===== src/rtl/sar_adc_pkg.sv =====
// Shared types and helpers for the SAR ADC sequencer.
package sar_adc_pkg;

    typedef enum logic [1:0] {
        IDLE    = 2'd0,
        HOLD    = 2'd1,
        CONVERT = 2'd2
    } sar_seq_state_t;

    localparam int OVERRUN_W = 8;

    // Add 0..2 to the overrun counter, clamping at all-ones.
    function automatic logic [OVERRUN_W-1:0] sat_add(input logic [OVERRUN_W-1:0] base,
                                                     input logic [1:0]           inc);
        logic [OVERRUN_W:0] sum;
        sum = {1'b0, base} + {{(OVERRUN_W-1){1'b0}}, inc};
        return sum[OVERRUN_W] ? {OVERRUN_W{1'b1}} : sum[OVERRUN_W-1:0];
    endfunction

endpackage


===== src/rtl/sar_period_timer.sv =====
// Period timer: turns a level enable into a single-cycle registered trigger
// every SAMPLE_PERIOD clocks. The count is held at zero while disabled so the
// first trigger after enable rises always lands a full period later.
module sar_period_timer
    import sar_adc_pkg::*;
#(
    parameter int SAMPLE_PERIOD = 1000
)(
    input  logic clk,
    input  logic reset,
    input  logic enable,
    output logic trigger
);

    localparam int CNT_W = (SAMPLE_PERIOD > 1) ? $clog2(SAMPLE_PERIOD) : 1;
    localparam logic [CNT_W-1:0] LAST = CNT_W'(SAMPLE_PERIOD - 1);

    logic [CNT_W-1:0] count;

    // Up-count while enabled, wrap at the terminal count and register the pulse.
    always_ff @(posedge clk or posedge reset) begin
        if (reset) begin
            count   <= '0;
            trigger <= 1'b0;
        end else begin
            trigger <= enable && (count == LAST);
            if (!enable || (count == LAST)) begin
                count <= '0;
            end else begin
                count <= count + 1'b1;
            end
        end
    end

endmodule


===== src/rtl/sar_adc_sequencer.sv =====
// SAR ADC sequencer: issues periodic hold requests, waits for end of
// conversion and parks the result in a single-entry valid/ready buffer.
// Dropped triggers and dropped samples are counted; a missing eoc raises a
// sticky timeout flag.
//
// state   | meaning
// IDLE    | waiting for a period trigger
// HOLD    | adc_hold_digital high for HOLD_CYCLES clocks
// CONVERT | waiting for an adc_eoc rising edge, bounded by TIMEOUT_CYCLES
module sar_adc_sequencer
    import sar_adc_pkg::*;
#(
    parameter int N_BITS         = 10,
    parameter int SAMPLE_PERIOD  = 1000,
    parameter int HOLD_CYCLES    = 4,
    parameter int TIMEOUT_CYCLES = 64
)(
    input  logic                 clk,
    input  logic                 reset,
    input  logic                 enable,
    output logic                 adc_hold_digital,
    input  logic                 adc_eoc,
    input  logic [N_BITS-1:0]    adc_result_digital,
    output logic [N_BITS-1:0]    sample_data,
    output logic                 sample_valid,
    input  logic                 sample_ready,
    output logic                 busy,
    output logic [OVERRUN_W-1:0] overrun_count,
    output logic                 timeout_flag
);

    localparam int HOLD_W = (HOLD_CYCLES > 1) ? $clog2(HOLD_CYCLES) : 1;
    localparam int TO_W   = (TIMEOUT_CYCLES > 1) ? $clog2(TIMEOUT_CYCLES) : 1;
    localparam int PH_W   = (HOLD_W > TO_W) ? HOLD_W : TO_W;
    localparam logic [PH_W-1:0] HOLD_LOAD = PH_W'(HOLD_CYCLES - 1);
    localparam logic [PH_W-1:0] TO_LOAD   = PH_W'(TIMEOUT_CYCLES - 1);

    sar_seq_state_t  state;
    sar_seq_state_t  state_nxt;
    logic            trigger;
    logic            eoc_q;
    logic [PH_W-1:0] phase_cnt;
    logic            cnt_done;
    logic            eoc_rise;
    logic            capture;
    logic            timeout;
    logic            trig_drop;
    logic            samp_drop;
    logic            accept;
    logic            hold_nxt;
    logic            busy_nxt;

    sar_period_timer #(
        .SAMPLE_PERIOD(SAMPLE_PERIOD)
    ) u_timer (
        .clk    (clk),
        .reset  (reset),
        .enable (enable),
        .trigger(trigger)
    );

    assign cnt_done  = (phase_cnt == '0);
    assign eoc_rise  = adc_eoc && !eoc_q;
    assign capture   = (state == CONVERT) && eoc_rise;
    // An eoc edge on the last allowed cycle still counts as a completed conversion.
    assign timeout   = (state == CONVERT) && !eoc_rise && cnt_done;
    assign trig_drop = trigger && (state != IDLE);
    assign accept    = !sample_valid || sample_ready;
    assign samp_drop = capture && !accept;

    // State register.
    always_ff @(posedge clk or posedge reset) begin
        if (reset) begin
            state <= IDLE;
        end else begin
            state <= state_nxt;
        end
    end

    // Next-state decode.
    always_comb begin
        state_nxt = state;
        case (state)
            IDLE:    if (trigger)              state_nxt = HOLD;
            HOLD:    if (cnt_done)             state_nxt = CONVERT;
            CONVERT: if (eoc_rise || cnt_done) state_nxt = IDLE;
            default:                           state_nxt = IDLE;
        endcase
    end

    // Output decode from the next state so the registered outputs line up with it.
    always_comb begin
        hold_nxt = (state_nxt == HOLD);
        busy_nxt = (state_nxt != IDLE);
    end

    // Shared down-counter: hold length in HOLD, remaining wait budget in CONVERT.
    always_ff @(posedge clk or posedge reset) begin
        if (reset) begin
            phase_cnt <= '0;
        end else if ((state == IDLE) && trigger) begin
            phase_cnt <= HOLD_LOAD;
        end else if ((state == HOLD) && cnt_done) begin
            phase_cnt <= TO_LOAD;
        end else if (!cnt_done) begin
            phase_cnt <= phase_cnt - 1'b1;
        end
    end

    // Registered control outputs, eoc history and status.
    always_ff @(posedge clk or posedge reset) begin
        if (reset) begin
            adc_hold_digital <= 1'b0;
            busy             <= 1'b0;
            eoc_q            <= 1'b0;
            timeout_flag     <= 1'b0;
            overrun_count    <= '0;
        end else begin
            adc_hold_digital <= hold_nxt;
            busy             <= busy_nxt;
            eoc_q            <= adc_eoc;
            if (timeout) begin
                timeout_flag <= 1'b1;
            end
            overrun_count <= sat_add(overrun_count, {1'b0, trig_drop} + {1'b0, samp_drop});
        end
    end

    // Single-entry output buffer; a capture may refill it on the same edge it drains.
    always_ff @(posedge clk or posedge reset) begin
        if (reset) begin
            sample_data  <= '0;
            sample_valid <= 1'b0;
        end else if (capture && accept) begin
            sample_data  <= adc_result_digital;
            sample_valid <= 1'b1;
        end else if (sample_valid && sample_ready) begin
            sample_valid <= 1'b0;
        end
    end

endmodule


===== config.mk =====
export PLATFORM = sky130hd
export DESIGN_NAME = sar_adc_sequencer
export DESIGN_NICKNAME = d
export VERILOG_FILES = /design/src/rtl/sar_adc_pkg.sv /design/src/rtl/sar_period_timer.sv /design/src/rtl/sar_adc_sequencer.sv
export SDC_FILE = /design/constraint.sdc
export NUM_CORES = 1
export LEC_CHECK = 0
export BUFFER_PORTS_ARGS = -buffer_cell sky130_fd_sc_hd__buf_4
export CORE_ASPECT_RATIO = 1.25
export CORE_MARGIN = 2
export CORE_UTILIZATION = 43
export CTS_CLUSTER_SIZE = 25
export DETAILED_ROUTE_END_ITERATION = 7
export GPL_ROUTABILITY_DRIVEN = 1
export PLACE_DENSITY = 0.7
export SLEW_MARGIN = 0
export SYNTH_ARGS = -nofsm -noshare
export SYNTH_HDL_FRONTEND = slang
export SYNTH_SLANG_ARGS = --single-unit

===== constraint.sdc =====
create_clock -name clk -period 1.8 [get_ports clk]
set_clock_uncertainty 0.05 [all_clocks]
set_input_delay 0 -clock clk [delete_from_list [all_inputs] [get_ports clk]]
set_output_delay 0 -clock clk [all_outputs]
set_load 0.02 [all_outputs]

# After elaboration in Yosys (flattened, before gate mapping)
# Cells that the tools add are included.
[totals]
reg_bits = 42
word_cells = 55
out_inout_bits = 22
[classes]
n_addsub = 4
n_eq_ne = 5
muxes = 11
reduce_logical = 24
[ops]
columns = ["cell", "n"]
rows = [
  ["$mux W6", 3],
  ["$logic_and A1 B1 Y1", 11],
  ["$add A10 B1 Y10 const B", 1],
  ["$eq A10 B10 Y1 const B", 1],
  ["$mux W10", 1],
  ["$add A8 B2 Y9", 1],
  ["$mux W8", 1],
  ["$logic_not A6 Y1", 1],
  ["$mux W2", 3],
  ["$pmux W2 S3", 1],
  ["$reduce_bool A2 Y1", 3],
  ["$sub A6 B1 Y6 const B", 1],
  ["$logic_not A1 Y1", 5],
  ["$eq A2 B1 Y1 const B", 2],
  ["$logic_or A1 B1 Y1", 3],
  ["$ne A3 B1 Y1 const B", 1],
  ["$add A1 B1 Y2", 1],
  ["$eq A2 B2 Y1 const B", 1],
  ["$logic_not A2 Y1", 1],
  ["$mux W1", 2],
]

# Depth between registers and ports, before layout
[logic_depth]
depth_word = 7
mapped_depth = 9
mapped_depth_nobuf = 8

# Cells and area by module
# From an unflattened synthesis, not the netlist that was laid out.
[hier_totals]
hier_cells = 172
hier_area_um2 = 1995.7
[modules_own_cells]
columns = ["mod", "cells_per_inst", "area_per_inst_um2", "seq_area_each_um2", "instances"]
rows = [
  ["sar_adc_sequencer", 116, 1436.4, 775.7, 1],
  ["sar_period_timer", 56, 559.3, 275.3, 1],
]

# Least setup slack after synthesis
# No wires, ideal clock.
[synth_path]
path_kind = "register to register"
startpoint = "register state[0]"
endpoint = "register overrun_count[2]"
arrival_ns = 1.809
setup_slack_ns = -0.190
path_stages_with_launch = 9
cell_sequence = "dfrtp_1 > buf_2 > nor2_1 > nor2b_1 > fa_1 > and4_1 > and3_1 > nand3_1 > o21ai_0"
[synth_between]
elab_chain_len = 6
[synth_lines]
columns = ["element", "line_no", "rtl"]
rows = [
  ["start, declared", "sar_adc_sequencer.sv:38", "sar_seq_state_t state;"],
  ["start signal, assigned", "sar_adc_sequencer.sv:76", "state <= state_nxt;"],
  ["$eq A2 B2 Y1", "sar_adc_sequencer.sv:64", "assign capture = (state == CONVERT) && eoc_rise;"],
  ["$logic_and A1 B1 Y1", "sar_adc_sequencer.sv:64", ""],
  ["$logic_and A1 B1 Y1", "sar_adc_sequencer.sv:69", "assign samp_drop = capture && !accept;"],
  ["$add A1 B1 Y2 (*)", "sar_adc_sequencer.sv:125", "overrun_count <= sat_add(overrun_count, {1'b0, trig_drop} + {1'b0, samp_drop});"],
  ["$add A8 B2 Y9 (*)", "sar_adc_pkg.sv:16", "sum = {1'b0, base} + {{(OVERRUN_W-1){1'b0}}, inc};"],
  ["$mux W8 (*)", "sar_adc_pkg.sv:17", "return sum[OVERRUN_W] ? {OVERRUN_W{1'b1}} : sum[OVERRUN_W-1:0];"],
  ["end signal, assigned", "sar_adc_sequencer.sv:125", ""],
  ["end, declared", "sar_adc_sequencer.sv:28", "output logic [OVERRUN_W-1:0] overrun_count,"],
]
# Every way passes the cells marked *; elsewhere a longest branch is shown, timed or not.
# A chain may end at the register's enable or synchronous reset.

# Worst setup path after layout
[layout_path]
startpoint = "register state[0]"
endpoint = "register overrun_count[6]"
# The elaborated chain is that of the path after synthesis.

==> impl_results.md <==
* Gr busiest metal: met2
* Clk sinks at 42
* Vias/cell at 5.09
* Critical Setup Path Class: reg -> reg
* VDD IR-drop max at between 0.0007 and 0.0008 V
* Clk buf depth at 2
* Avg Inst Size Synth at around 11 um^2
* Final min period at 1.82 ns
* Dpl hpwl at roughly 2700 um
* Critical Path Sink Type: flip-flop
* Seq. cell area at around 1100 um^2
* Setup TNS at -0.0208 ns
* Failing checks: setup timing
* GPL Wtd Cong at between 0.7 and 0.8
* Reg2Reg Setup Slack at -0.02 ns
* Layout cells sized above 1 at 0.368
* Clk_lat worst skew at 0.29 ns
* Hold Path Sink: sample_valid
* # setup viols final at 1
* Sequential area share after synthesis at 0.568
* Worst R2R Start: state[0]
* Fmax at 549 MHz
* M1 GR Usage at 0.205
* Grt total ovfl at 0
* LEAKAGE at around 1.3 nW
* Area leader, netlist: dfrtp_1
* RSZ-0062 raised after global routing: yes
* Max_slew headroom at 0.647
* Clock transition at path regs at ~0.07 ns
* Worst hold start: adc_eoc
* Total track usage at 0.183
* Clock buffer count from CTS at 5
* Via count at between 1000 and 1500
* RR Endpoint: overrun_count[6]
* Pre-CTS WS at -0.113 ns
* Cells after synthesis at 161
* Nets@finish at roughly 250
* N_diodes at 0
* Slew Viols, Final at 0
* Area Overhead vs Synth at 40.6%
* Critical Path RT at ~1.9 ns
* Top cell type's share of synthesized area at 0.568
* Root buf cell: clkbuf_8
* Die height at 77.3 um
* Tcrit/Tclk final at 1.01
* Vias in the first global route at ~1500
* Global-route wire length before repair at between 6000 and 7000 um
* Buffers & Inverters on Critical Path at 0
* I/O Buffers at 36
* Initial antenna violation count at 0
* Die width at ~63 um
* Core region area at a little over 4000 um^2
* Initial DRC count at 84
* Post-synth cell types at 37
* Cell with the largest stage delay on the worst path: dfrtp_1
* Synth area leaders: dfrtp_1 (57%), mux2_2 (6.1%), xnor2_1 (3.3%)
* Commonest non-fill, non-tap cells in the layout: buf_4 (51), dfrtp_1 (42), dlygate4sd3_1 (14), nor2_1 (11), mux2_2 (10)
* Hold Path Stages at 4
* Initial core utilization at 0.451
* Largest net degree at the start of global routing at 43
* Mapped Nets at 179
* Netlist Area Pre-Place at about 1900 um^2
* WL/cell at 14.2 um
* Pwr Density at between 700 and 800 nW/um^2
* Worst setup margin at -0.0208 ns
* Crit path max-delay family: simple AND/OR/NAND/NOR gates
* Hold Crit Class: in -> reg
* Run status: finished, violations left
* I/O Pins at 37
* CTS tree: done
* Met2 Use GR at 0.330
* Worst setup SP type: flip-flop
* DRC errors left at 0
* Filler instances at around 350
* Post-Route WL at 4080 um
* Remaining antenna violation count at 0
* CTS H-tree lvls at 2
* Max_cap viols at 0
* Crit Path Max Fanout at 4
* Reg2Reg Depth at 8
* 1st-pass router iterations at 4
* Worst-Margin Slew at between 0.5 and 0.6 ns
* Worst path max stage delay at between 0.4 and 0.5 ns
* Met3 Use GR at 0.0406
* Post-synthesis sequential element count at 42
* Most common cell after layout, fill and taps aside: buf_4
* Critical Path AT at just under 2 ns
* Std-Cell Rows at 26
* Die area at around 4800 um^2
* Yosys warns at 0
* CP Cell Sequence: nor2b_2 -> nand3b_1 -> nor2_2 -> fa_2 -> and4_4 -> and3_4 -> nor2b_4 -> a21oi_2
* Multi-input logic area at 818 um^2
* Final hold vios at 0
[area by class of cell]
cell class	instances	area share
Timing Repair Buffer	65	0.201
Multi-Input combinational cell	110	0.315
Inverter	7	0.0101
Clock buffer	6	0.0317
Sequential cell	42	0.404
Clock inverter	1	0.0115
Tap cell	56	0.0269
[where the power goes]
group | leakage, nW | internal [mW] | switching, mW
clock network | 0.0573 | 0.444 | 0.294
registers | 0.570 | 0.964 | 0.0184
logic | 0.641 | 0.0739 | 0.0656
total | 1.27 | 1.48 | 0.378
[logic make-up (layout without fill, tap and decap cells)]
logic type | count (synthesis) | count (layout) | synth area share
xor gates and xnor gates | 11 | 11 | 0.0521
buffers and inverters | 9 | 79 | 0.0196
and+or+nand+nor | 58 | 58 | 0.179
adders and majority gates | 3 | 3 | 0.0243
muxes | 10 | 10 | 0.0609
DFF | 42 | 42 | 0.568
AOI/OAI and AO/OA | 28 | 28 | 0.0967
[layer usage]
metal / vias to the layer above / share of wire
li1: 699 / -
met5: - / 0
met2: 24 / 0.57
met3: 10 / 0.027
met4: 0 / 0.025
met1: 728 / 0.38
[stage by stage]
step	area, um^2	std cells	util	total power [mW]	hold WS (ns)
after floorplan	1870	161	-	1.05	-0.0186
after global placement	2270	261	0.553	1.11	0.0822
after detailed placement	2270	261	0.553	1.11	0.0837
after CTS	2550	283	0.623	1.88	0.0980
after global routing	2600	287	0.635	1.95	0.127
final	2600	287	0.635	1.86	0.103
[cells in the mapped netlist, drive strengths merged]
master / n
a31oi: 3
dfrtp: 42
a21oi: 10
o2111ai: 1
a221oi: 1
nand3: 10
mux2: 10
xnor2: 7
o221ai: 1
buf: 2
o21ai: 7
nand3b: 2
nor3: 3
o21a: 1
nor4bb: 1
nand2b: 4
or3: 3
nor3b: 2
and3: 3
o21bai: 2
nand4: 1
fa: 1
a21o: 1
or3b: 1
inv: 7
and4: 1
nand2: 8
ha: 2
nor2b: 5
nor2: 13
xor2: 4
a21boi: 1
or4b: 1
[sequential cells by signal, indices dropped and copies added, names as in the netlist]
signal	count
adc_hold_digital	1
busy	1
eoc_q	1
overrun_count	8
phase_cnt	6
sample_data	10
sample_valid	1
state	2
timeout_flag	1
u_timer.count	10
u_timer.trigger	1
[worst register-to-register path, delay by kind of cell, from the launching register on]
kind	cells	cell delay [ns]
and+or+nand+nor	6	0.98
DFF	1	0.42
adders and majority gates	1	0.20
AOI/OAI and AO/OA	1	0.05
[what timing repair did]
item / in CTS / in global routing
setup endpoints to repair: 8 / 9
endpoints found under the hold margin: 57 / 0
resized for setup: 6 / 6
hold buffers: 14 / 0
buffers inserted: 1 / 4
pin swaps: 3 / 1
[how the worst max path moves through the flow]
stage	startpoint	slack [ns]	cells past startpoint	end
final	state[0]	-0.02	8	overrun_count[6]
after global routing	state[0]	-0.13	8	overrun_count[6]
after CTS	state[1]	-0.01	8	overrun_count[3]
after detailed placement	state[1]	-0.11	8	overrun_count[3]
after global placement	state[1]	-0.02	8	overrun_count[2]
after floorplan	state[0]	-0.08	9	overrun_count[6]
Note: power is estimated with default switching activity, not from simulation.
